==> src/rtl/sprite_pkg.sv <==
// Shared types and constants for the sprite compositor.
//   - pal_idx_t / rgb_t: palette index and 24-bit colour types
//   - PALETTE: the eight-entry colour table, with pal_lookup() as accessor
//   - dir_e: tank orientation (clockwise rotation of the sprite)
//   - flash_state_e: per-tank hit-flash states
package sprite_pkg;

    localparam int PAL_ENTRIES = 8;

    typedef logic [2:0]  pal_idx_t;
    typedef logic [23:0] rgb_t;

    localparam rgb_t RGB_BLACK = 24'h000000;

    localparam rgb_t PALETTE [PAL_ENTRIES] = '{
        24'hFF3131, 24'h312D2B, 24'h878685, 24'h9B9DA0,
        24'hFFE100, 24'hFF00D6, 24'h000000, 24'hFFFFFF
    };

    typedef enum logic [1:0] {
        DIR_0   = 2'd0,
        DIR_90  = 2'd1,
        DIR_180 = 2'd2,
        DIR_270 = 2'd3
    } dir_e;

    typedef enum logic [1:0] {
        IDLE  = 2'd0,
        FLASH = 2'd1,
        DEAD  = 2'd2
    } flash_state_e;

    function automatic rgb_t pal_lookup(input pal_idx_t idx);
        return PALETTE[idx];
    endfunction

endpackage

==> src/rtl/sprite_compositor_flash.sv <==
// Per-tank hit-flash state machine.
// Ports:
//   CLK         pixel clock
//   Reset       synchronous, active-high
//   frame_start one-cycle pulse per frame; advances the blink counter
//   tank_shot   level, tank has been hit; its rising edge starts the flash,
//               low returns the tank to IDLE (respawn)
//   visible     combinational view of whether the tank should be drawn
module tank_flash_fsm
    import sprite_pkg::*;
#(
    parameter int FLASH_FRAMES = 30
) (
    input  logic CLK,
    input  logic Reset,
    input  logic frame_start,
    input  logic tank_shot,
    output logic visible
);

    localparam int CNT_W = $clog2(FLASH_FRAMES + 1);

    flash_state_e     r_state, w_state_next;
    logic [CNT_W-1:0] r_cnt, w_cnt_next;
    logic             r_shot_d;

    always_ff @(posedge CLK) begin
        if (Reset) begin
            r_state  <= IDLE;
            r_cnt    <= '0;
            r_shot_d <= 1'b0;
        end else begin
            r_state  <= w_state_next;
            r_cnt    <= w_cnt_next;
            r_shot_d <= tank_shot;
        end
    end

    always_comb begin
        w_state_next = r_state;
        w_cnt_next   = r_cnt;
        visible      = 1'b0;

        // Respawn (shot released) outranks everything, including frame_start.
        if (!tank_shot) begin
            w_state_next = IDLE;
        end else begin
            case (r_state)
                IDLE: begin
                    // Loading on the edge also swallows a coincident frame_start.
                    if (!r_shot_d) begin
                        w_state_next = FLASH;
                        w_cnt_next   = CNT_W'(FLASH_FRAMES);
                    end
                end
                FLASH: begin
                    if (frame_start) begin
                        if (r_cnt == CNT_W'(1)) begin
                            w_state_next = DEAD;
                        end else begin
                            w_cnt_next = r_cnt - CNT_W'(1);
                        end
                    end
                end
                DEAD:    w_state_next = DEAD;
                default: w_state_next = IDLE;
            endcase
        end

        case (r_state)
            IDLE:    visible = 1'b1;
            FLASH:   visible = ~r_cnt[2];   // 4-frame on / 4-frame off blink
            default: visible = 1'b0;
        endcase
    end

endmodule

==> src/rtl/sprite_compositor.sv <==
// Pipelined pixel compositor: maze, bullets, rotated tank sprites with
// palette transparency and hit-flash, title screen, background.
// Ports:
//   CLK, Reset             pixel clock, synchronous active-high reset
//   frame_start            one-cycle pulse per frame (drives flash timing)
//   DrawX, DrawY, blank    current pixel and active-video flag
//   title, maze            title-screen enable, maze-wall flag for this pixel
//   tank_x/y/dir/shot      per-tank centre, orientation and hit level
//   bul_x/y/s/active       per-bullet centre, half-size and valid
//   tank_rom_addr/q        registered sprite ROM address, ROM data back
//   title_addr/q           registered title ROM address, ROM data back
//   Red, Green, Blue       registered output colour, ROM_LAT+2 cycles after
//                          the pixel was presented
module sprite_compositor
    import sprite_pkg::*;
#(
    parameter int          NUM_TANKS       = 2,
    parameter int          NUM_BULLETS     = 3,
    parameter int          COORD_W         = 10,
    parameter int          SPRITE_DIM      = 20,
    parameter int          PAL_IDX_W       = 3,
    parameter int          ROM_LAT         = 1,
    parameter int          TRANSPARENT_IDX = 5,
    parameter int          FLASH_FRAMES    = 30,
    parameter logic [23:0] BG_RGB          = 24'h555555,
    localparam int         ADDR_W          = $clog2(SPRITE_DIM * SPRITE_DIM)
) (
    input  logic                             CLK,
    input  logic                             Reset,
    input  logic                             frame_start,
    input  logic [COORD_W-1:0]               DrawX,
    input  logic [COORD_W-1:0]               DrawY,
    input  logic                             blank,
    input  logic                             title,
    input  logic                             maze,
    input  logic [NUM_TANKS*COORD_W-1:0]     tank_x,
    input  logic [NUM_TANKS*COORD_W-1:0]     tank_y,
    input  logic [NUM_TANKS*2-1:0]           tank_dir,
    input  logic [NUM_TANKS-1:0]             tank_shot,
    input  logic [NUM_BULLETS*COORD_W-1:0]   bul_x,
    input  logic [NUM_BULLETS*COORD_W-1:0]   bul_y,
    input  logic [NUM_BULLETS*COORD_W-1:0]   bul_s,
    input  logic [NUM_BULLETS-1:0]           bul_active,
    output logic [NUM_TANKS*ADDR_W-1:0]      tank_rom_addr,
    input  logic [NUM_TANKS*PAL_IDX_W-1:0]   tank_rom_q,
    output logic [19:0]                      title_addr,
    input  logic [PAL_IDX_W-1:0]             title_q,
    output logic [7:0]                       Red,
    output logic [7:0]                       Green,
    output logic [7:0]                       Blue
);

    localparam int CW1  = COORD_W + 1;
    localparam int LX_W = $clog2(SPRITE_DIM);
    // Stage vector layout: {blank, title, maze, tank_on[NUM_TANKS], bul_hit[NUM_BULLETS]}
    localparam int SW   = 3 + NUM_TANKS + NUM_BULLETS;

    localparam logic signed [CW1-1:0] HALF_S = CW1'(SPRITE_DIM / 2);
    localparam logic signed [CW1-1:0] DIM_S  = CW1'(SPRITE_DIM);
    localparam logic [LX_W-1:0]       D_MAX  = LX_W'(SPRITE_DIM - 1);
    localparam logic [PAL_IDX_W-1:0]  TRANSP = PAL_IDX_W'(TRANSPARENT_IDX);

    logic [NUM_TANKS-1:0]   w_visible;
    logic [NUM_TANKS-1:0]   w_tank_on;
    logic [NUM_BULLETS-1:0] w_bul_hit;
    logic [ADDR_W-1:0]      w_addr [NUM_TANKS];
    logic [19:0]            w_title_addr;

    logic [SW-1:0]                r_stage [ROM_LAT+1];
    logic [NUM_TANKS*ADDR_W-1:0]  r_tank_addr;
    logic [19:0]                  r_title_addr;
    rgb_t                         r_rgb;

    // ---------------- tank hit test, rotation and flash ----------------
    genvar gi;
    generate
        for (gi = 0; gi < NUM_TANKS; gi++) begin : g_tank
            logic signed [CW1-1:0] w_dx, w_dy;
            logic                  w_hit;
            logic [LX_W-1:0]       w_lx, w_ly, w_sx, w_sy;
            dir_e                  w_dir;

            tank_flash_fsm #(
                .FLASH_FRAMES(FLASH_FRAMES)
            ) u_flash (
                .CLK        (CLK),
                .Reset      (Reset),
                .frame_start(frame_start),
                .tank_shot  (tank_shot[gi]),
                .visible    (w_visible[gi])
            );

            // One extra bit keeps sprites near x=0 from aliasing onto x~1023.
            assign w_dx = $signed({1'b0, DrawX}) - $signed({1'b0, tank_x[gi*COORD_W +: COORD_W]}) + HALF_S;
            assign w_dy = $signed({1'b0, DrawY}) - $signed({1'b0, tank_y[gi*COORD_W +: COORD_W]}) + HALF_S;

            assign w_hit = !w_dx[CW1-1] && (w_dx < DIM_S) && !w_dy[CW1-1] && (w_dy < DIM_S);
            assign w_lx  = w_dx[LX_W-1:0];
            assign w_ly  = w_dy[LX_W-1:0];
            assign w_dir = dir_e'(tank_dir[gi*2 +: 2]);

            // Map screen-local coordinates back to the unrotated sprite.
            always_comb begin
                w_sx = w_lx;
                w_sy = w_ly;
                case (w_dir)
                    DIR_90:  begin w_sx = w_ly;         w_sy = D_MAX - w_lx; end
                    DIR_180: begin w_sx = D_MAX - w_lx; w_sy = D_MAX - w_ly; end
                    DIR_270: begin w_sx = D_MAX - w_ly; w_sy = w_lx;         end
                    default: begin w_sx = w_lx;         w_sy = w_ly;         end
                endcase
            end

            assign w_addr[gi]    = w_hit ? (ADDR_W'(w_sy) * ADDR_W'(SPRITE_DIM) + ADDR_W'(w_sx)) : '0;
            assign w_tank_on[gi] = w_hit & w_visible[gi];
        end

        // ---------------- bullet hit test ----------------
        for (gi = 0; gi < NUM_BULLETS; gi++) begin : g_bul
            logic signed [CW1-1:0] w_bdx, w_bdy;
            logic [CW1-1:0]        w_adx, w_ady;

            assign w_bdx = $signed({1'b0, DrawX}) - $signed({1'b0, bul_x[gi*COORD_W +: COORD_W]});
            assign w_bdy = $signed({1'b0, DrawY}) - $signed({1'b0, bul_y[gi*COORD_W +: COORD_W]});
            assign w_adx = w_bdx[CW1-1] ? $unsigned(-w_bdx) : $unsigned(w_bdx);
            assign w_ady = w_bdy[CW1-1] ? $unsigned(-w_bdy) : $unsigned(w_bdy);

            assign w_bul_hit[gi] = bul_active[gi]
                                 && (w_adx <= {1'b0, bul_s[gi*COORD_W +: COORD_W]})
                                 && (w_ady <= {1'b0, bul_s[gi*COORD_W +: COORD_W]});
        end
    endgenerate

    assign w_title_addr = 20'(DrawX) + 20'(DrawY) * 20'd640;

    // ---------------- S0 and ROM-latency alignment stages ----------------
    always_ff @(posedge CLK) begin
        if (Reset) begin
            for (int i = 0; i <= ROM_LAT; i++) begin
                r_stage[i] <= '0;
            end
            r_tank_addr  <= '0;
            r_title_addr <= '0;
        end else begin
            r_stage[0] <= {blank, title, maze, w_tank_on, w_bul_hit};
            for (int i = 1; i <= ROM_LAT; i++) begin
                r_stage[i] <= r_stage[i-1];
            end
            for (int t = 0; t < NUM_TANKS; t++) begin
                r_tank_addr[t*ADDR_W +: ADDR_W] <= w_addr[t];
            end
            r_title_addr <= w_title_addr;
        end
    end

    assign tank_rom_addr = r_tank_addr;
    assign title_addr    = r_title_addr;

    // ---------------- final stage: priority mux and palette ----------------
    logic [SW-1:0]          w_fin;
    logic                   w_fin_blank, w_fin_title, w_fin_maze;
    logic [NUM_TANKS-1:0]   w_fin_tank;
    logic [NUM_BULLETS-1:0] w_fin_bul;
    logic [PAL_IDX_W-1:0]   w_q;
    rgb_t                   w_rgb;

    assign w_fin       = r_stage[ROM_LAT];
    assign w_fin_blank = w_fin[SW-1];
    assign w_fin_title = w_fin[SW-2];
    assign w_fin_maze  = w_fin[SW-3];
    assign w_fin_tank  = w_fin[NUM_BULLETS +: NUM_TANKS];
    assign w_fin_bul   = w_fin[NUM_BULLETS-1:0];

    // Layers are applied lowest priority first so later assignments win.
    always_comb begin
        w_rgb = BG_RGB;
        w_q   = '0;
        for (int t = NUM_TANKS - 1; t >= 0; t--) begin
            w_q = tank_rom_q[t*PAL_IDX_W +: PAL_IDX_W];
            if (w_fin_tank[t] && (w_q != TRANSP)) begin
                w_rgb = pal_lookup(pal_idx_t'(w_q));
            end
        end
        for (int b = NUM_BULLETS - 1; b >= 0; b--) begin
            if (w_fin_bul[b]) begin
                w_rgb = RGB_BLACK;
            end
        end
        if (w_fin_maze) begin
            w_rgb = RGB_BLACK;
        end
        if (w_fin_title) begin
            w_rgb = pal_lookup(pal_idx_t'(title_q));
        end
        if (!w_fin_blank) begin
            w_rgb = RGB_BLACK;
        end
    end

    always_ff @(posedge CLK) begin
        if (Reset) begin
            r_rgb <= RGB_BLACK;
        end else begin
            r_rgb <= w_rgb;
        end
    end

    assign Red   = r_rgb[23:16];
    assign Green = r_rgb[15:8];
    assign Blue  = r_rgb[7:0];

endmodule

==> config.mk <==
export PLATFORM = sky130hd
export DESIGN_NAME = sprite_compositor
export DESIGN_NICKNAME = d
export VERILOG_FILES = /design/src/rtl/sprite_pkg.sv /design/src/rtl/sprite_compositor_flash.sv /design/src/rtl/sprite_compositor.sv
export SDC_FILE = /design/constraint.sdc
export NUM_CORES = 1
export LEC_CHECK = 0
export ABC_AREA = 1
export CAP_MARGIN = 20
export CORE_UTILIZATION = 55
export CTS_BUF_LIST = sky130_fd_sc_hd__clkbuf_8 sky130_fd_sc_hd__clkbuf_16
export DETAILED_ROUTE_END_ITERATION = 8
export PLACE_DENSITY = 0.81
export SYNTH_ARGS = -nofsm -noshare
export SYNTH_HDL_FRONTEND = slang
export SYNTH_SLANG_ARGS = --single-unit
==> constraint.sdc <==
create_clock -name CLK -period 4.95 [get_ports CLK]
set_input_delay 0.99 -clock CLK [delete_from_list [all_inputs] [get_ports CLK]]
set_output_delay 0.99 -clock CLK [all_outputs]
set_load 0.05 [all_outputs]
==> results of run 1 <==
-- layer usage --
| layer | global-route usage | up-vias | share of wire |
|---|---|---|---|
| li1 | - | 7530 | - |
| met1 | 0.372 | 6509 | 0.43 |
| met2 | 0.538 | 481 | 0.47 |
| met3 | 0.0390 | 104 | 0.056 |
| met4 | 0.146 | 0 | 0.044 |
| met5 | 0 | - | 0 |
-- critical path, stage by stage --
cell and delay (ns):
sky130_fd_sc_hd__clkdlybuf4s50_1 0.49, sky130_fd_sc_hd__inv_2 0.08, sky130_fd_sc_hd__ha_1 0.28, sky130_fd_sc_hd__inv_1 0.04, sky130_fd_sc_hd__ha_1 0.21, sky130_fd_sc_hd__fa_1 0.52, sky130_fd_sc_hd__inv_1 0.08, sky130_fd_sc_hd__ha_1 0.31
sky130_fd_sc_hd__o21ai_1 0.18, sky130_fd_sc_hd__a32oi_2 0.15, sky130_fd_sc_hd__ha_1 0.31, sky130_fd_sc_hd__ha_1 0.21, sky130_fd_sc_hd__inv_1 0.07, sky130_fd_sc_hd__fa_1 0.42, sky130_fd_sc_hd__inv_1 0.09, sky130_fd_sc_hd__nand3_1 0.10
sky130_fd_sc_hd__xor2_1 0.19, sky130_fd_sc_hd__inv_1 0.06, sky130_fd_sc_hd__nand2_1 0.06, sky130_fd_sc_hd__nand2_1 0.04, sky130_fd_sc_hd__nor3_1 0.14
-- power by group --
part	switching [mW]	internal (mW)
Clock	0.378	0.360
Combinational	1.55	1.16
Sequential	0.0207	0.795
-- per-stage QoR --
step                      cells  TNS [ns]  setup slack [ns]
after floorplan            2162         0             0.483
after global placement     2758    -0.480            -0.178
final                      2775         0             0.253
after global routing       2775   -0.0481           -0.0481
after CTS                  2774         0             0.111
after detailed placement   2758    -0.831            -0.254
-- Yosys cell counts, types with 3 or more instances --
master and n:
sky130_fd_sc_hd__a21boi_0 4, sky130_fd_sc_hd__a21o_1 3, sky130_fd_sc_hd__a21oi_1 125, sky130_fd_sc_hd__a21oi_2 5
sky130_fd_sc_hd__a31oi_1 26, sky130_fd_sc_hd__and2_1 3, sky130_fd_sc_hd__buf_2 3, sky130_fd_sc_hd__buf_4 4
sky130_fd_sc_hd__clkbuf_1 15, sky130_fd_sc_hd__dfxtp_1 93, sky130_fd_sc_hd__fa_1 16, sky130_fd_sc_hd__ha_1 276
sky130_fd_sc_hd__inv_1 449, sky130_fd_sc_hd__inv_2 4, sky130_fd_sc_hd__nand2_1 467, sky130_fd_sc_hd__nand3_1 136
sky130_fd_sc_hd__nand3b_1 17, sky130_fd_sc_hd__nand4_1 36, sky130_fd_sc_hd__nor2_1 179, sky130_fd_sc_hd__nor3_1 20
sky130_fd_sc_hd__o211ai_1 13, sky130_fd_sc_hd__o21a_1 12, sky130_fd_sc_hd__o21ai_0 100, sky130_fd_sc_hd__o21ai_1 4
sky130_fd_sc_hd__o21bai_1 4, sky130_fd_sc_hd__o22ai_1 3, sky130_fd_sc_hd__or2_2 3, sky130_fd_sc_hd__xnor2_1 31
sky130_fd_sc_hd__xnor2_2 3, sky130_fd_sc_hd__xor2_1 69
-- sequential cells by signal, summed over array words and instances (netlist names) --
signal	cells
title_addr	20
r_rgb	23
r_stage	16
g_tank.u_flash.r_shot_d	2
g_tank.u_flash.r_cnt	10
g_tank.u_flash.r_state	4
tank_rom_addr	18
-- logic make-up after synthesis --
group | share of synthesized area
and+or+nand+nor | 0.269
buffers and inverters | 0.129
AOI/OAI and AO/OA | 0.129
adders and majority gates | 0.271
xor gates and xnor gates | 0.0675
DFF | 0.134
muxes | 0.00144
-- what timing repair did --
action                                  4_1_cts  5_1_grt
endpoints found under the hold margin         0        0
resized for setup                             0       11
endpoints found under the setup margin        0        4
buffers inserted                              0        1
-- how the worst min path moves through the flow --
| stage | start | to | slack [ns] | cells past startpoint |
|---|---|---|---|---|
| global route | r_stage[0][6] | r_stage[0][14] | 0.43 | 2 |
| finish | r_stage[0][6] | r_stage[0][14] | 0.42 | 2 |
| floorplan | r_stage[0][2] | r_stage[0][10] | 0.39 | 2 |
| global placement | r_stage[0][3] | r_stage[0][11] | 0.40 | 2 |
| detailed placement | r_stage[0][6] | r_stage[0][14] | 0.39 | 2 |
| CTS | r_stage[0][6] | r_stage[0][14] | 0.41 | 2 |
-- area by class of cell --
| type | count | area, um^2 | share of cell area |
|---|---|---|---|
| Sequential cell | 93 | 1860 | 0.107 |
| Timing Repair Buffer | 295 | 2800 | 0.161 |
| Multi-Input combinational cell | 1593 | 10300 | 0.593 |
| Tap cell | 324 | 405 | 0.0233 |
| Clock inverter | 7 | 76.3 | 0.00439 |
| Clock buffer | 9 | 225 | 0.0130 |
| Inverter | 454 | 1700 | 0.0980 |
==> results by stage, run 1 <==
Placement:
- The last weighted congestion value of the routability-driven placer is 0.939.
- During placement, the flow inserted port buffers numbering 235.
- Summed over all nets, the half-perimeter wirelength after detailed placement is 33.9 mm.
- Summing all placed instances gives a cell area of 0.0170 mm^2.

Clock tree:
- In this run the clock root is driven by a sky130_fd_sc_hd__clkbuf_16.
- The total CTS buffers is 9.
- The clock slew seen by the registers of the worst setup and hold paths is 0.08 ns.
- TritonCTS built the clock tree.
- The count of hold-fix buffers inserted at cts is 0.
- The tree built by TritonCTS fans out to 93 sinks.
- Clock latency on the worst-skew pair, taken at its later pin, is 0.37 ns.
- The buffer depth of the longest clock path is 2.
- In this run the number of H-tree levels came out at 3.

Pwr:
- Overall power consumption after layout is estimated at 4.27 mW.
- The peak supply drop is 0.000241 V.
- Dividing total power by cell area gives a power density of 245 mW/mm^2.
- The cell leakage power is 9.41 nW.

STA:
- The shortest clock period the worst path allows after layout is 4.70 ns.
- The max-slew violation count is 0.
- The number of setup violations in the final report is 0.
- The post-route clock period utilization is 0.949.
- The slew at the pin closest to its max-slew limit is 0.720 ns.
- For the final database, setup skew stands at 0.0128 ns.
- Setup repair after global routing could not meet its margin everywhere.
- The worst hold margin is 0.417 ns.
- Measured against its own limit, the worst slew margin works out to 0.519.
- The hold violation count in the final report was 0.
- The achievable frequency is 213 MHz.

Yosys:
- The number of nets in the synthesized netlist is 2628.
- During synthesis, Yosys emitted a total of 0 warnings.
- By area the synthesized netlist is led by sky130_fd_sc_hd__ha_1 (25%), sky130_fd_sc_hd__dfxtp_1 (13%), sky130_fd_sc_hd__nand2_1 (13%).
- The synthesized netlist occupies a cell area of 0.0139 mm^2.
- The count of distinct cell types in the synthesized netlist is 56.
- The sequential-to-total area share from yosys stat is 0.134.
- In this run, synthesis inferred 0 flip-flops with an integrated enable.
- The number of flip-flops and latches in the synthesized netlist is 93.
- The share of async-settable or async-resettable flops after synthesis is 0.
- The fraction of post-synthesis cell area in the top cell type by area is 0.248.
- In the synthesized netlist the dominant register cell turns out to be sky130_fd_sc_hd__dfxtp_1.
- The mean instance size in the synthesized netlist is 6.45 um^2.
- The largest total area in the synthesized netlist belongs to sky130_fd_sc_hd__ha_1.
- The number of standard cells after synthesis is 2162.

Global routing:
- The number of global-route vias before repair is 13800.
- The initial antenna violation count is 0.
- The wire length of the first global-routing pass is 64.4 mm.
- Summed over all layers, the global routing overflow is 0.
- The largest net degree at the start of global routing is 32.
- Across every metal layer, demand over resource in global routing totals 0.308.

Routing:
- The count of nets left with antenna violations after detail routing is 0.
- The via-per-instance ratio is 5.27.
- The pre-antenna-repair detailed-routing pass consisted of 6 iterations.
- After detailed routing, the total wire length is 40.1 mm.
- For this block, the via count after detailed routing is 14600.
- After the first detailed-routing iteration, the DRC count stood at 836.
- The post-detailed-route DRC marker count is 0.
- The per-cell routed wire length is 14.4 um.

Floorplan:
- The core footprint is 0.0246 mm^2.
- Measured along the x axis, the die boundary spans 161 um.
- The initial utilization of the core area, before any placement, comes to 0.567.
- The floorplan has 57 rows.
- From bottom edge to top edge, the die measures 161 um.
- The number of top-level pins is 236.
- The area of the die is 0.0260 mm^2.

Critical path:
- Following the worst setup path forward leads to its endpoint at tank_rom_addr[8].
- The worst reg2reg path startpoint is r_stage[0][14].
- The arrival time at the worst endpoint is 5.00 ns.
- The most critical setup path has its startpoint at DrawY[1].
- For the worst setup path, the data required time is 5.25 ns.
- The kind of launch point of the worst setup path is a primary input.
- The end of the worst register-to-register path is r_rgb[18].
- The minimum setup slack among reg-to-reg paths is 2.71 ns.
- The worst-path maximum fanout is 3.
- Measured in cells, the most critical reg-to-reg path has a length of 7.
- The kind of capture point of the worst setup path is a register.
- The worst setup path is of the primary input to register kind.

Cells and area:
- The number of antenna diodes is 0.
- The library cells used most frequently in the layout, excluding fill and tap cells, are sky130_fd_sc_hd__nand2_1 (467), sky130_fd_sc_hd__inv_1 (447), sky130_fd_sc_hd__ha_1 (275).
- The number of nets in the finished design is 2912.
- In the final layout, the share of cells above drive strength 1 is 0.0465.
- Leaving out fill and tap cells, the most frequent cell in the layout is sky130_fd_sc_hd__nand2_1.
- Summing all non-filler instances in the final layout gives an area of 0.0174 mm^2.
- Once layout is complete, the utilization of the core stands at 0.707.
- The layout overhead on the synthesized area is 24.7%.
- Fill cells in the final layout number 2121.

Run:
- The count of maximum capacitance violations is 0.

Outcome:
- The flow ran to the end, and the final reports show no timing, DRC or antenna violations.

Worst hold path:
- The worst min-delay path category is register to register.
Power figures use the tool's default switching activity.
==> run 2: changes to the inputs <==
--- a/config.mk
+++ b/config.mk
@@ -11,6 +11,8 @@
 export CTS_BUF_LIST = sky130_fd_sc_hd__clkbuf_8 sky130_fd_sc_hd__clkbuf_16
 export DETAILED_ROUTE_END_ITERATION = 8
 export PLACE_DENSITY = 0.81
+export SLEW_MARGIN = 25
 export SYNTH_ARGS = -nofsm -noshare
 export SYNTH_HDL_FRONTEND = slang
+export SYNTH_HIERARCHICAL = 1
 export SYNTH_SLANG_ARGS = --single-unit
==> results by stage, run 2 <==
Outcome:
- The run finished with clean final reports.

Global routing:
- The number of global-route vias before repair is 14100 (+2.1%).
- The remaining global-route overflow is 0 (unchanged).
- The wire length of the first global-routing pass is 65.7 mm (+2.0%).
- The largest net degree at the start of global routing was 32 (unchanged).
- The initial antenna violation count is 0 (unchanged).
- The aggregate global-route resource usage is 0.309 (+0.00108).

Routing:
- The post-detailed-route DRC marker count is 0 (unchanged).
- The number of iterations in the first detailed-routing pass is 8 (+2).
- The per-cell routed wire length is 14.3 um (-1.0%).
- The DRC violation total after the first TritonRoute iteration is 1267 (+52%).
- The count of nets left with antenna violations after detail routing is 0 (unchanged).
- The via-per-instance ratio is 5.26 (-0.27%).
- The wire length after detailed routing is 40.9 mm (+1.9%).
- The total via count in the routed design is 15000 (+2.7%).

Critical path:
- The arrival time at the worst endpoint is 5.03 ns (+0.03 ns).
- The kind of capture point of the worst setup path is a register.
- The required time of the critical path came to 5.19 ns (-0.06 ns).
- The minimum setup slack among reg-to-reg paths is 2.78 ns (+0.07 ns).
- The worst-path maximum fanout is 3 (unchanged).
- The worst setup path category is primary input to register.
- The kind of launch point of the worst setup path is a primary input.

Yosys:
- The number of nets in the synthesized netlist is 2691 (+2.4%).
- For this run, the leading register cell type out of synthesis is sky130_fd_sc_hd__dfxtp_1.
- After synthesis, the cell types taking the most area are sky130_fd_sc_hd__ha_1 (24%), sky130_fd_sc_hd__nand2_1 (13%), sky130_fd_sc_hd__dfxtp_1 (13%).
- The mean instance size in the synthesized netlist was 6.39 um^2 (-0.83%).
- The Yosys warning count is 6 (+6).
- The number of enable flip-flop cells after synthesis was 0 (unchanged).
- Yosys instantiated no cell more often than sky130_fd_sc_hd__nand2_1.
- The netlist area before placement came to 0.0142 mm^2 (+2.1%).
- The sequential-to-total area share from yosys stat was 0.131 (-0.00269).
- The share of async-settable or async-resettable flops after synthesis came to 0 (unchanged).
- The count of distinct cell types in the synthesized netlist is 56 (unchanged).
- The number of standard cells after synthesis is 2225 (+2.9%).
- The fraction of post-synthesis cell area in the top cell type by area came to 0.243 (-0.00499).
- The largest total area in the synthesized netlist belongs to sky130_fd_sc_hd__ha_1.
- The number of flip-flops and latches in the synthesized netlist is 93 (unchanged).
- After synthesis, the most frequently instantiated cells are sky130_fd_sc_hd__nand2_1 (503), sky130_fd_sc_hd__inv_1 (444), sky130_fd_sc_hd__ha_1 (276).

Pwr:
- The power density normalized to cell area was 244 mW/mm^2 (-0.58%).
- The cell leakage power is 9.69 nW (+2.9%).
- The overall power after layout is 4.34 mW (+1.8%).
- The peak supply drop is 0.000314 V (+30%).

Placement:
- The count of buffers inserted at the top-level ports is 235 (unchanged).
- The last weighted congestion value of the routability-driven placer was 0.953 (+1.5%).
- The half-perimeter wire length after detailed placement is 34.3 mm (+1.2%).

STA:
- The shortest clock period the worst path allows after layout was 4.79 ns (+0.0953 ns).
- The number of setup violations in the final report was 0 (unchanged).
- The hold violation count in the final report is 0 (unchanged).
- The post-route setup TNS is 0 ns (unchanged).
- The final setup skew was 0.00710 ns (-0.00567 ns).
- The slew at the pin closest to its max-slew limit is 0.717 ns (-0.00315 ns).
- The max-slew headroom at the worst pin was 0.521 (+0.00211).
- The achievable frequency is 209 MHz (-2.0%).
- The post-route clock period utilization came to 0.968 (+0.0193).
- The max-slew violation count was 0 (unchanged).

Clock tree:
- The number of levels the H-tree was split into was 3 (unchanged).
- The count of hold-fix buffers inserted at cts was 0 (unchanged).
- The total CTS buffers is 9 (unchanged).
- The root buffer cell is sky130_fd_sc_hd__clkbuf_16.
- TritonCTS built the clock tree.
- The clock slew seen by the registers of the worst setup and hold paths was 0.07 ns (about the same).
- The buffer depth of the longest clock path is 2 (unchanged).
- The insertion delay of the later-clocked pin in the worst-skew pair is 0.35 ns (-0.02 ns).
- The sink count of the clock tree came to 93 (unchanged).

Floorplan:
- The number of top-level pins came to 236 (unchanged).
- The initial core utilization was 0.563 (-0.00322).
- The core footprint is 0.0253 mm^2 (+2.6%).
- The site row count is 58 (+1.8%).
- The y dimension of the die was 163 um (+1.0%).
- The area of the die came to 0.0265 mm^2 (+2.0%).
- The floorplan die width is 163 um (+1.0%).

Cells and area:
- The count of filler cells inserted in the layout was 2222 (+4.8%).
- r_rgb holds more flip-flops than any other register.
- The area used by multi-input combinational logic was 0.0106 mm^2 (+3.1%).
- The number of nets in the finished design is 2988 (+2.6%).
- The number of antenna diodes is 0 (unchanged).
- The storage element area came to 0.00186 mm^2 (unchanged).
- In the layout the commonest cells are sky130_fd_sc_hd__nand2_1 (503), sky130_fd_sc_hd__inv_1 (440), sky130_fd_sc_hd__ha_1 (273).
- The library cell used most frequently in the layout, excluding fill and tap cells, is sky130_fd_sc_hd__nand2_1.
- The layout overhead on the synthesized area is 25.1%.
- The flip-flop count of the largest register, all copies and words added is 23 (unchanged).
- The share of cells above drive strength 1 is 0.0582 (+0.0117).

Run:
- The count of maximum capacitance violations was 0 (unchanged).

Worst hold path:
- The path class of the tightest hold or removal check is register to register.
## run 2: cell types whose count changed after synthesis, moves of 5 or more
| cell | before | now |
|---|---|---|
| sky130_fd_sc_hd__a21oi_1 | 125 | 119 |
| sky130_fd_sc_hd__nand4_1 | 36 | 44 |
| sky130_fd_sc_hd__inv_1 | 449 | 444 |
| sky130_fd_sc_hd__a31oi_1 | 26 | 17 |
| sky130_fd_sc_hd__o21ai_0 | 100 | 90 |
| sky130_fd_sc_hd__inv_2 | 4 | 10 |
| sky130_fd_sc_hd__nand2_1 | 467 | 503 |
| sky130_fd_sc_hd__nor3_1 | 20 | 12 |
| sky130_fd_sc_hd__nor2_1 | 179 | 223 |
| sky130_fd_sc_hd__xnor2_1 | 31 | 39 |
## run 2: critical path: stages
cell	delay, ns
sky130_fd_sc_hd__clkdlybuf4s50_1	0.48
sky130_fd_sc_hd__buf_6	0.13
sky130_fd_sc_hd__inv_2	0.05
sky130_fd_sc_hd__ha_1	0.27
sky130_fd_sc_hd__inv_1	0.04
sky130_fd_sc_hd__ha_2	0.19
sky130_fd_sc_hd__fa_2	0.58
sky130_fd_sc_hd__inv_2	0.06
sky130_fd_sc_hd__ha_4	0.26
sky130_fd_sc_hd__nand2_1	0.06
sky130_fd_sc_hd__a32oi_2	0.26
sky130_fd_sc_hd__ha_1	0.29
sky130_fd_sc_hd__ha_2	0.19
sky130_fd_sc_hd__inv_1	0.07
sky130_fd_sc_hd__fa_1	0.46
sky130_fd_sc_hd__nor2_2	0.12
sky130_fd_sc_hd__nand3_1	0.10
sky130_fd_sc_hd__xor2_1	0.20
sky130_fd_sc_hd__xor2_1	0.18
sky130_fd_sc_hd__nor2_1	0.07
## run 2: area by class of cell
type	instances	share of cell area
clock buffers	10	0.0134
clock inverters	6	0.00309
inverters	455	0.0961
multi-input cells	1658	0.598
flip-flops and latches	93	0.105
well taps	330	0.0232
repair buffers	305	0.162
## run 2: metrics by stage
stage	hold slack (ns)	worst slack, ns	cell area, um^2	utilization	cells
2_1_floorplan	0.388	0.453	14200	-	2225
3_3_place_gp	0.393	-0.250	17400	0.690	2839
3_5_place_dp	0.398	-0.366	17400	0.690	2839
4_1_cts	0.407	0.0435	17700	0.701	2855
5_1_grt	0.419	-0.00481	17800	0.705	2857
6_report	0.403	0.158	17800	0.705	2857
## run 2: routing by layer
layer	part of all wire	routed length (um)	GRT usage	up-vias
li1	-	-	-	7717
met1	0.43	17800	0.392	6759
met2	0.46	19000	0.532	456
met3	0.066	2710	0.0405	83
met4	0.034	1410	0.110	0
met5	0	0	0	-
## run 2: report_power, final
group | total (mW) | switching (mW) | leakage [nW] | internal (mW)
logic | 2.82 | 1.62 | 8.79 | 1.20
clock network | 0.700 | 0.335 | 0.139 | 0.365
registers | 0.823 | 0.0275 | 0.760 | 0.795
## run 2: path summary, 6_finish.rpt
path,startpoint,endpoint,depth (start not counted)
worst min register to register,r_stage[0][1],r_stage[0][9],2
worst max-delay path,DrawX[1],tank_rom_addr[8],20
worst max register to register,r_stage[0][14],r_rgb[18],8
worst min-delay path,r_stage[0][1],r_stage[0][9],2
## run 2: cells by family after synthesis
| kind of cell | share of synthesized area |
|---|---|
| AOI/OAI and AO/OA | 0.117 |
| xor gates and xnor gates | 0.0698 |
| adders and majority gates | 0.265 |
| buffers and inverters | 0.126 |
| DFF | 0.131 |
| muxes | 0.00141 |
| and+or+nand+nor | 0.290 |
## run 2: what timing repair did
item | in CTS | in global routing
resized for setup | 1 | 22
buffers inserted | 0 | 2
endpoints found under the setup margin | 1 | 5
pin swaps | 1 | 11
==> run 3: changes to the inputs <==
--- a/config.mk
+++ b/config.mk
@@ -6,10 +6,10 @@
 export NUM_CORES = 1
 export LEC_CHECK = 0
 export ABC_AREA = 1
-export CAP_MARGIN = 20
 export CORE_UTILIZATION = 55
 export CTS_BUF_LIST = sky130_fd_sc_hd__clkbuf_8 sky130_fd_sc_hd__clkbuf_16
 export DETAILED_ROUTE_END_ITERATION = 8
+export GPL_TIMING_DRIVEN = 0
 export PLACE_DENSITY = 0.81
 export SLEW_MARGIN = 25
 export SYNTH_ARGS = -nofsm -noshare
==> results by stage, run 3 (synthesis results as in run 2) <==
Outcome:
- The run finished with clean final reports.

Cells and area:
- The storage element area is 0.00186 mm^2 (unchanged).
- The post-route non-filler standard cell count is 2817 (-1.4%).
- The share of cells above drive strength 1 came to 0.0402 (-0.0179).
- Counting flops per register, the top entry is r_rgb.
- The number of nets in the finished design came to 2947 (-1.4%).
- The area of all placed cells without fillers is 0.0175 mm^2 (-1.9%).
- The layout overhead on the synthesized area is 22.7%.
- The core occupancy in the finished layout is 0.691 (-0.0132).
- The most common cell after layout, fill and taps aside is sky130_fd_sc_hd__nand2_1.
- The flip-flop count of the largest register, all copies and words added is 23 (unchanged).
- The count of filler cells inserted in the layout is 2264 (+1.9%).
- In the layout the commonest cells are sky130_fd_sc_hd__nand2_1 (503), sky130_fd_sc_hd__inv_1 (439), sky130_fd_sc_hd__ha_1 (273).
- The area used by multi-input combinational logic is 0.0107 mm^2 (+0.21%).

STA:
- The hold violation count in the final report is 0 (unchanged).
- The post-route clock period utilization came to 0.975 (+0.00658).
- The shortest clock period the worst path allows after layout was 4.82 ns (+0.0325 ns).
- The achievable frequency came to 207 MHz (-0.67%).
- The slew at the pin closest to its max-slew limit came to 0.757 ns (+0.0407 ns).
- The max-slew violation count is 0 (unchanged).
- The number of setup violations in the final report is 0 (unchanged).
- The max-slew headroom at the worst pin came to 0.495 (-0.0260).
- The final setup skew is 0.0120 ns (+0.00493 ns).

Critical path:
- The length in cells of the worst reg-to-reg path was 8 (unchanged).
- Among the stages of the critical path, the cell type that occurs most often is sky130_fd_sc_hd__ha_1.
- Traced cell by cell, the critical path runs through clkdlybuf4s50_1 -> ha_1 -> inv_1 -> ha_1 -> fa_2 -> xnor2_2 -> ha_1 -> o21ai_1 -> a32oi_2 -> ha_1 -> ha_1 -> inv_1 -> fa_1 -> nor2_2 -> nand3_1 -> xor2_1 -> xor2_1 -> nor2_1.
- The required time of the critical path is 5.19 ns (about the same).
- The critical path in this run is classified as primary input to register.
- In this run the critical register-to-register path is captured at r_rgb[18].
- The worst-path maximum fanout is 4 (+1).
- The kind of launch point of the worst setup path is a primary input.
- The worst reg2reg path startpoint is r_stage[0][14].
- Among all stages on the critical path, the largest delay is contributed by sky130_fd_sc_hd__fa_1.
- The critical path starts at tank_y[1].
- The minimum setup slack among reg-to-reg paths is 3.15 ns (+0.37 ns).
- The sum of buffers and inverters on the critical path came to 3 (-3).
- The arrival time at the worst endpoint is 5.06 ns (+0.03 ns).
- The end point of the critical path is tank_rom_addr[8].
- The instance count on the critical path is 18 (-10%).
- The worst setup path is captured at a register.
- The worst stage delay on the critical path is 0.47 ns (-0.11 ns).
- The kind of cell with the highest combined delay along the critical path is adder cells.

Floorplan:
- The floorplan die width is 163 um (unchanged).
- The initial core utilization was 0.563 (unchanged).
- The area of the die is 0.0265 mm^2 (unchanged).
- The site row count is 58 (unchanged).
- The number of top-level pins was 236 (unchanged).
- The y dimension of the die came to 163 um (unchanged).
- The core footprint is 0.0253 mm^2 (unchanged).

Worst hold path:
- The worst hold path depth is 2 (unchanged).
- The path class of the tightest hold or removal check is register to register.

Routing:
- The per-cell routed wire length was 14.1 um (-1.1%).
- The DRC violation total after the first TritonRoute iteration is 1033 (-18%).
- The count of nets left with antenna violations after detail routing was 0 (unchanged).
- The post-detailed-route DRC marker count is 0 (unchanged).
- The wire length after detailed routing is 39.9 mm (-2.4%).
- The via-per-instance ratio is 5.23 (-0.47%).
- The total via count in the routed design is 14700 (-1.9%).
- The number of iterations in the first detailed-routing pass is 7 (-1).

Global routing:
- The largest net degree at the start of global routing is 19 (-41%).
- The wire length of the first global-routing pass is 63.8 mm (-2.9%).
- The aggregate global-route resource usage is 0.301 (-0.00794).
- The remaining global-route overflow is 0 (unchanged).
- The number of global-route vias before repair came to 13900 (-1.4%).
- The initial antenna violation count is 1 (+1).

Clock tree:
- TritonCTS built the clock tree.
- The root buffer cell is sky130_fd_sc_hd__clkbuf_16.
- The number of levels the H-tree was split into is 3 (unchanged).
- The sink count of the clock tree is 93 (unchanged).
- The insertion delay of the later-clocked pin in the worst-skew pair is 0.35 ns (about the same).
- The clock slew seen by the registers of the worst setup and hold paths is 0.07 ns (about the same).
- The total CTS buffers is 9 (unchanged).
- The count of hold-fix buffers inserted at cts is 0 (unchanged).
- The buffer depth of the longest clock path is 2 (unchanged).

Pwr:
- The overall power after layout was 4.23 mW (-2.6%).
- The power density normalized to cell area is 242 mW/mm^2 (-0.78%).
- The peak supply drop is 0.000213 V (-32%).
- The cell leakage power is 9.46 nW (-2.4%).

Placement:
- The count of buffers inserted at the top-level ports came to 232 (-1.3%).
- The post-placement cell area is 0.0170 mm^2 (-2.6%).
- The number of placed cells counting well taps came to 2787 (-1.8%).
- The half-perimeter wire length after detailed placement came to 32.8 mm (-4.4%).
- The last weighted congestion value of the routability-driven placer is 0.964 (+1.1%).

Run:
- The count of maximum capacitance violations came to 0 (unchanged).
[run 3: changes by cell type in the layout (fill, tap and decap cells not counted), moves of 3 or more]
cell / previous run / this run
sky130_fd_sc_hd__buf_4: 69 / 13
sky130_fd_sc_hd__clkbuf_1: 0 / 13
sky130_fd_sc_hd__clkdlybuf4s50_1: 232 / 224
sky130_fd_sc_hd__dlygate4sd2_1: 0 / 3
[run 3: tightest hold or removal path, stage by stage (launching register included)]
cell                      delay [ns]
sky130_fd_sc_hd__dfxtp_1        0.30
sky130_fd_sc_hd__inv_1          0.04
sky130_fd_sc_hd__nor2_1         0.03
[run 3: how the worst min path moves through the flow]
stage | start | endpoint | slack, ns
2_1_floorplan | r_stage[0][2] | r_stage[0][10] | 0.39
3_3_place_gp | r_stage[0][6] | r_stage[0][14] | 0.39
3_5_place_dp | r_stage[0][6] | r_stage[0][14] | 0.40
4_1_cts | r_stage[0][6] | r_stage[0][14] | 0.41
5_1_grt | r_stage[0][5] | r_stage[0][13] | 0.43
6_report | r_stage[0][6] | r_stage[0][14] | 0.41
[run 3: metal layers]
layer	vias to the layer above	routed length, um	GRT usage
li1	7649	-	-
met1	6568	17400	0.366
met2	447	18200	0.518
met3	71	2850	0.0593
met4	0	1360	0.116
met5	-	0	0
[run 3: layout make-up]
class | count | share of cell area
multi-input combinational | 1658 | 0.610
sequential | 93 | 0.107
inverter | 455 | 0.0982
buffer | 19 | 0.00473
antenna | 1 | 0.000143
timing repair buffer | 245 | 0.139
tap | 330 | 0.0236
clock inverter | 6 | 0.00344
clock buffer | 10 | 0.0137
[run 3: where the power goes]
part | internal, mW | switching [mW] | total [mW] | leakage (nW)
Clock | 0.369 | 0.337 | 0.707 | 0.149
Combinational | 1.10 | 1.59 | 2.70 | 8.55
Sequential | 0.795 | 0.0267 | 0.822 | 0.760
Total | 2.27 | 1.96 | 4.23 | 9.46
[run 3: metrics by stage]
step                hold WS, ns  setup TNS (ns)  worst slack (ns)
floorplan                 0.388               0             0.453
global placement          0.391           -5.97             -1.10
detailed placement        0.396           -6.50             -1.19
CTS                       0.407               0           0.00812
global route              0.435          -0.114           -0.0636
finish                    0.408               0             0.125
[run 3: what timing repair did]
item / in CTS / in global routing
setup endpoints to repair: 6 / 5
pin swaps: 3 / 12
buffers inserted: 7 / 6
hold endpoints to repair: 0 / 0
gates resized for setup: 22 / 22
cloned: 0 / 0
